### config.mk
export PLATFORM = sky130hd
export DESIGN_NAME = pulpino_word_serializer
export DESIGN_NICKNAME = d
export VERILOG_FILES = /design/src/rtl/pulpino_bridge_pkg.sv /design/src/rtl/pulpino_word_fifo.sv /design/src/rtl/pulpino_word_serializer.sv
export SDC_FILE = /design/constraint.sdc
export NUM_CORES = 1
export LEC_CHECK = 0
export CAP_MARGIN = 20
export CORE_ASPECT_RATIO = 1.2
export CORE_MARGIN = 8
export CORE_UTILIZATION = 50
export CTS_CLUSTER_DIAMETER = 120
export CTS_CLUSTER_SIZE = 8
export DETAILED_ROUTE_END_ITERATION = 6
export GPL_ROUTABILITY_DRIVEN = 0
export PLACE_DENSITY = 0.71
export SYNTH_ARGS = -nofsm -noshare
export SYNTH_HDL_FRONTEND = slang
export SYNTH_SLANG_ARGS = --single-unit
export TNS_END_PERCENT = 30
### constraint.sdc
create_clock -name clk -period 3.2 [get_ports clk]
set_input_delay 0.32 -clock clk [delete_from_list [all_inputs] [get_ports clk]]
set_output_delay 0.32 -clock clk [all_outputs]
set_load 0.005 [all_outputs]
### src/rtl/pulpino_bridge_pkg.sv
// Shared types and defaults for the PULPino-to-host bridge.
// The writer-side serializer and the reader-side block both pull lane geometry from here.
package pulpino_bridge_pkg;

    typedef enum logic [1:0] {
        IDLE    = 2'd0,
        SEND    = 2'd1,
        WORDACK = 2'd2
    } state_e;

    localparam int unsigned DEFAULT_LANE_W     = 8;
    localparam int unsigned DEFAULT_WORD_LANES = 4;

    // Index width for a counter that must address n items; never narrower than 1 bit.
    function automatic int unsigned cnt_width(input int unsigned n);
        return (n <= 1) ? 1 : $clog2(n);
    endfunction

endpackage

### src/rtl/pulpino_word_fifo.sv
// Synchronous count-based word FIFO; depth need not be a power of two.
// Pushes are dropped when full and pops are ignored when empty.
module pulpino_word_fifo #(
    parameter int unsigned WIDTH = 32,
    parameter int unsigned DEPTH = 4,
    parameter int unsigned LVL_W = $clog2(DEPTH + 1)
) (
    input  logic             clk,
    input  logic             rst_n,
    input  logic             push,
    input  logic [WIDTH-1:0] wdata,
    input  logic             pop,
    output logic [WIDTH-1:0] rdata,
    output logic             full,
    output logic             empty,
    output logic [LVL_W-1:0] level
);
    import pulpino_bridge_pkg::*;

    localparam int unsigned PTR_W = cnt_width(DEPTH);

    logic [WIDTH-1:0] mem_q [DEPTH];
    logic [WIDTH-1:0] mem_d [DEPTH];
    logic [PTR_W-1:0] wr_ptr_q, wr_ptr_d;
    logic [PTR_W-1:0] rd_ptr_q, rd_ptr_d;
    logic [LVL_W-1:0] level_q, level_d;
    logic             do_push;
    logic             do_pop;

    // Explicit wrap keeps non-power-of-two depths inside the array.
    function automatic logic [PTR_W-1:0] ptr_inc(input logic [PTR_W-1:0] p);
        if (p == PTR_W'(DEPTH - 1)) begin
            return '0;
        end
        return p + PTR_W'(1);
    endfunction

    assign full    = (level_q == LVL_W'(DEPTH));
    assign empty   = (level_q == '0);
    assign level   = level_q;
    assign rdata   = mem_q[rd_ptr_q];
    assign do_push = push && !full;
    assign do_pop  = pop && !empty;

    always_comb begin
        mem_d    = mem_q;
        wr_ptr_d = wr_ptr_q;
        rd_ptr_d = rd_ptr_q;
        level_d  = level_q;
        if (do_push) begin
            mem_d[wr_ptr_q] = wdata;
            wr_ptr_d        = ptr_inc(wr_ptr_q);
        end
        if (do_pop) begin
            rd_ptr_d = ptr_inc(rd_ptr_q);
        end
        case ({do_push, do_pop})
            2'b10:   level_d = level_q + LVL_W'(1);
            2'b01:   level_d = level_q - LVL_W'(1);
            default: level_d = level_q;
        endcase
    end

    always_ff @(posedge clk) begin
        mem_q <= mem_d;
    end

    always_ff @(posedge clk) begin
        if (!rst_n) begin
            wr_ptr_q <= '0;
            rd_ptr_q <= '0;
            level_q  <= '0;
        end else begin
            wr_ptr_q <= wr_ptr_d;
            rd_ptr_q <= rd_ptr_d;
            level_q  <= level_d;
        end
    end

endmodule

### src/rtl/pulpino_word_serializer.sv
// Buffers words and streams each one out as LANE_W-bit lanes over a toggle byte
// handshake, closing every word with a four-phase level handshake.
module pulpino_word_serializer
    import pulpino_bridge_pkg::*;
#(
    parameter int unsigned LANE_W      = DEFAULT_LANE_W,
    parameter int unsigned WORD_LANES  = DEFAULT_WORD_LANES,
    parameter int unsigned FIFO_DEPTH  = 4,
    parameter int unsigned MSB_FIRST   = 0,
    parameter int unsigned SYNC_STAGES = 0
) (
    input  logic                               clk,
    input  logic                               rst_n,
    input  logic [LANE_W*WORD_LANES-1:0]       in_word,
    input  logic                               in_valid,
    output logic                               in_ready,
    input  logic                               enable,
    output logic [LANE_W-1:0]                  out_data,
    output logic                               did_byte_write_flicker,
    output logic                               did_word_write_flicker,
    input  logic                               did_byte_read_flicker,
    input  logic                               did_word_read_flicker,
    output logic                               busy,
    output logic [$clog2(FIFO_DEPTH+1)-1:0]    fifo_level,
    output logic [15:0]                        words_sent
);

    localparam int unsigned WORD_W = LANE_W * WORD_LANES;
    localparam int unsigned LVL_W  = $clog2(FIFO_DEPTH + 1);
    localparam int unsigned LCNT_W = cnt_width(WORD_LANES);

    state_e              state_q, state_d;
    logic [LCNT_W-1:0]   lane_cnt_q, lane_cnt_d;
    logic [WORD_W-1:0]   shift_q, shift_d;
    logic [LANE_W-1:0]   out_data_q, out_data_d;
    logic                byte_flk_q, byte_flk_d;
    logic                word_flk_q, word_flk_d;
    logic [15:0]         words_sent_q, words_sent_d;

    logic                fifo_pop;
    logic                fifo_full;
    logic                fifo_empty;
    logic [WORD_W-1:0]   fifo_rdata;

    logic [SYNC_STAGES:0] brd_chain;
    logic [SYNC_STAGES:0] wrd_chain;
    logic                 brd;
    logic                 wrd;

    pulpino_word_fifo #(
        .WIDTH (WORD_W),
        .DEPTH (FIFO_DEPTH),
        .LVL_W (LVL_W)
    ) u_fifo (
        .clk   (clk),
        .rst_n (rst_n),
        .push  (in_valid),
        .wdata (in_word),
        .pop   (fifo_pop),
        .rdata (fifo_rdata),
        .full  (fifo_full),
        .empty (fifo_empty),
        .level (fifo_level)
    );

    // With zero stages the chain collapses to a straight wire from the reader.
    assign brd_chain[0] = did_byte_read_flicker;
    assign wrd_chain[0] = did_word_read_flicker;

    for (genvar g = 0; g < SYNC_STAGES; g++) begin : g_sync
        logic brd_q, brd_d;
        logic wrd_q, wrd_d;

        always_comb begin
            brd_d = brd_chain[g];
            wrd_d = wrd_chain[g];
        end

        always_ff @(posedge clk) begin
            if (!rst_n) begin
                brd_q <= 1'b0;
                wrd_q <= 1'b0;
            end else begin
                brd_q <= brd_d;
                wrd_q <= wrd_d;
            end
        end

        assign brd_chain[g+1] = brd_q;
        assign wrd_chain[g+1] = wrd_q;
    end

    assign brd = brd_chain[SYNC_STAGES];
    assign wrd = wrd_chain[SYNC_STAGES];

    function automatic logic [LANE_W-1:0] lead_lane(input logic [WORD_W-1:0] w);
        if (MSB_FIRST != 0) begin
            return w[WORD_W-1 -: LANE_W];
        end
        return w[LANE_W-1:0];
    endfunction

    // Moves the next lane into the lead position so lead_lane always reads it.
    function automatic logic [WORD_W-1:0] advance(input logic [WORD_W-1:0] w);
        if (MSB_FIRST != 0) begin
            return w << LANE_W;
        end
        return w >> LANE_W;
    endfunction

    always_comb begin
        state_d      = state_q;
        lane_cnt_d   = lane_cnt_q;
        shift_d      = shift_q;
        out_data_d   = out_data_q;
        byte_flk_d   = byte_flk_q;
        word_flk_d   = word_flk_q;
        words_sent_d = words_sent_q;
        fifo_pop     = 1'b0;

        case (state_q)
            IDLE: begin
                if (enable && !fifo_empty && !wrd) begin
                    fifo_pop   = 1'b1;
                    out_data_d = lead_lane(fifo_rdata);
                    shift_d    = advance(fifo_rdata);
                    byte_flk_d = ~brd;
                    lane_cnt_d = LCNT_W'(WORD_LANES - 1);
                    state_d    = SEND;
                end
            end
            SEND: begin
                // A lane is acknowledged only once the reader's toggle matches ours.
                if (brd == byte_flk_q) begin
                    if (lane_cnt_q != '0) begin
                        out_data_d = lead_lane(shift_q);
                        shift_d    = advance(shift_q);
                        byte_flk_d = ~byte_flk_q;
                        lane_cnt_d = lane_cnt_q - LCNT_W'(1);
                    end else begin
                        word_flk_d = 1'b1;
                        state_d    = WORDACK;
                    end
                end
            end
            WORDACK: begin
                if (wrd) begin
                    word_flk_d   = 1'b0;
                    words_sent_d = words_sent_q + 16'd1;
                    state_d      = IDLE;
                end
            end
            default: begin
                state_d = IDLE;
            end
        endcase
    end

    always_ff @(posedge clk) begin
        if (!rst_n) begin
            state_q      <= IDLE;
            lane_cnt_q   <= '0;
            shift_q      <= '0;
            out_data_q   <= '0;
            byte_flk_q   <= 1'b0;
            word_flk_q   <= 1'b0;
            words_sent_q <= '0;
        end else begin
            state_q      <= state_d;
            lane_cnt_q   <= lane_cnt_d;
            shift_q      <= shift_d;
            out_data_q   <= out_data_d;
            byte_flk_q   <= byte_flk_d;
            word_flk_q   <= word_flk_d;
            words_sent_q <= words_sent_d;
        end
    end

    assign in_ready               = !fifo_full;
    assign out_data               = out_data_q;
    assign did_byte_write_flicker = byte_flk_q;
    assign did_word_write_flicker = word_flk_q;
    assign busy                   = (state_q != IDLE);
    assign words_sent             = words_sent_q;

endmodule

==> results.toml <==
[synthesis]
synth.distinct_cells = 44
synth_warnings = 0
synth_cells = 479
synth_fa_ha_area_frac = 0.01632
synth_ff_type = "edfxtp_1"
synth-xor-area-share = 0.01547
synth.cell_area_sq_um = 7362
ys_seq_area_frac = 0.6880
synthMuxAreaShare = 0.1321
avgSynthCellArea_sq_um = 15.37
synth_compound_area_frac = 0.06373
synth_seq_cells = 189
synth_fp_nets = 526
synth-edff-count = 128
ys_async_sr_fraction = 0
synthSimpleGateAreaFrac = 0.06356
synth_top_family_by_area = "multiplexers"

[place]
numPortBuffers = 68
dp.final_hpwl_mm = 8.931
post_dp_cell_area_sq_um = 8248
placed_cells = 707

[global_route]
antenna_found_initial = 0
grt.overflow.total = 0
track_usage = 0.1571
grt_max_degree = 70
grt_pass1_vias = 4446
grt_pass1_wl_mm = 22.84

[cts]
cts_tree = "done"
clk_pin_slew_ns = 0.07
cts_made_buffers = 17
cts.htree.levels = 4
clkLatencyLatePin_ns = 0.42
clockBufferDepth = 2
clock_sinks = 189
cts_hold_buf = 0
cts_resized = 0
cts_setup_buffers = 0
clockRootBuffer = "clkbuf_16"

[drt]
viasPerCell = 5.689
drt-initial-drc-count = 251
postRouteAntennaNets = 0
drt-pass1-iter-count = 5
avgRoutedWirePerCell_um = 19.32
totalWireLength_mm = 14.28
drc = 0
via_count = 4204

[finish]
num_antenna_cells = 0
layout-drive-gt1-share = 0.1436
final_area_sq_um = 8795
area_delta_synth_final_pct = 19.46
fillers = 1081
layoutNonFillerInstCount = 739
num-nets-final = 598

[setup_path]
end_kind = "register"
crit_path_start_kind = "register"
critPathKind = "register to register"
r2r_cells = 8
crit_required_ns = 3.55
worstPathArrival_ns = 2.88
critPathMaxFanout = 9

[run]
cap_violations = 0

[floorplan]
start_util = 0.5108
coreArea_sq_um = 14410
die_w_um = 126.8
dieArea_sq_um = 18880
io_pins = 69
row_count = 48
die_y_um = 148.9

[pwr]
ir_drop_mv = 0.3883
p_sw_mw = 1.290
pwr-share-seq = 0.520
total_power_mw = 5.517
p_int_mw = 4.227
leakage_nw = 3.079
netSwitchingFraction = 0.2338
power.density_nw_per_um2 = 627.3
pwr-share-clk = 0.352
combPwrFrac = 0.128

[sta]
max_freq_mhz = 395.5
finClkSkew_ns = 0.008322
finalMaxSlewViolations = 0
finalHoldViolations = 0
tns_ns = 0
setup_viol = 0
post-route-period-util = 0.7902
fin_crit_ns = 2.529
holdWs_ns = 0.4776
worstMarginPinSlew_ns = 0.8290
rsz0062_at_grt = "no"
relSlewSlack = 0.4456

[status]
outcome = "finished clean"

[worst_hold_path]
hold_depth = 2
hp-class = "register to register"
==> critical path, stage by stage, from the launching register on <==
cell	delay [ns]
dfxtp_1	0.38
or4b_4	0.61
nor2_1	0.19
ha_1	0.22
inv_1	0.07
fa_1	0.37
xor2_1	0.16
or3_1	0.31
a21oi_1	0.14
==> cell families (layout without fill, tap and decap cells) <==
| kind of cell | after synthesis | in the layout |
|---|---|---|
| AOI/OAI and AO/OA | 83 | 83 |
| xor gates and xnor gates | 13 | 13 |
| adders and majority gates | 9 | 9 |
| buffers and inverters | 36 | 121 |
| DFF | 189 | 189 |
| muxes | 57 | 57 |
| and+or+nand+nor | 92 | 92 |
==> Yosys cell counts, types with 5 or more instances <==
master    count  area (sq um)
nor2_1       19         71.32
nand2_1      30         112.6
mux4_2       32         720.7
o21ai_0      30         150.1
nor3_1        7         35.03
ha_1          8         100.1
mux2i_1      24         240.2
o22ai_1       8         50.05
buf_2        12         60.06
xnor2_1       6         52.55
inv_1         8         30.03
and3_1        6         37.54
nand4_1       5         31.28
edfxtp_1    128          3844
dfxtp_1      61          1221
clkbuf_1     12         45.04
xor2_1        7         61.31
a21oi_1      37         185.2
==> cell type report <==
class                           count  area, sq um  area share
Tap cell                          175        219.0     0.02490
Sequential cell                   189         5066      0.5760
Clock inverter                     10        92.59     0.01053
Clock buffer                       22        454.2     0.05164
Inverter                            9        33.78    0.003841
Multi-Input combinational cell    254         2146      0.2440
Timing Repair Buffer               80        783.3     0.08906
==> state kept, by name, summed over array words and instances, names as in the netlist <==
name                    cells
u_fifo.level                3
shift_q                    24
u_fifo.mem_q              128
u_fifo.rd_ptr_q             2
state_q                     2
words_sent                 16
did_byte_write_flicker      1
out_data                    8
lane_cnt_q                  2
u_fifo.wr_ptr_q             2
did_word_write_flicker      1
==> metrics by stage <==
step                      utilization  setup WS, ns
after floorplan                     -        0.8073
after global placement         0.5722        0.4087
after detailed placement       0.5722        0.3027
after CTS                      0.6102        0.6912
after global routing           0.6102        0.5578
final                          0.6102        0.6715
==> power groups by stage <==
stage / logic [mW] / clock network, mW / registers [mW]
CTS: 0.722 / 1.98 / 2.87
global placement: 0.694 / 0 / 2.91
global route: 0.776 / 2.08 / 2.88
floorplan: 0.462 / 0 / 2.90
detailed placement: 0.715 / 0 / 2.92
finish: 0.708 / 1.94 / 2.87
==> placed cells by master, fill, tap and decap left out, types with 17 or more instances in the layout <==
master,synthesis,routed
edfxtp_1,128,128
clkbuf_16,0,17
o21ai_0,30,30
mux4_2,32,32
nor2_1,19,19
nand2_1,30,30
mux2i_1,24,24
a21oi_1,37,37
dfxtp_1,61,60
clkdlybuf4s50_1,0,68
==> final timing paths <==
path         slack (ns)   startpoint         endpoint
max                0.67   state_q[1]  u_fifo.level[2]
min                0.48  shift_q[23]      shift_q[23]
max reg2reg        0.67   state_q[1]  u_fifo.level[2]
min reg2reg        0.48  shift_q[23]      shift_q[23]
==> metal layers <==
layer,up-vias,track usage,share of wire
met5,-,0,0
met4,0,0.06377,0.016
met3,18,0.03648,0.040
met2,95,0.2803,0.54
met1,2108,0.1786,0.41
li1,1983,-,-
(Power assumes the default switching activity.)
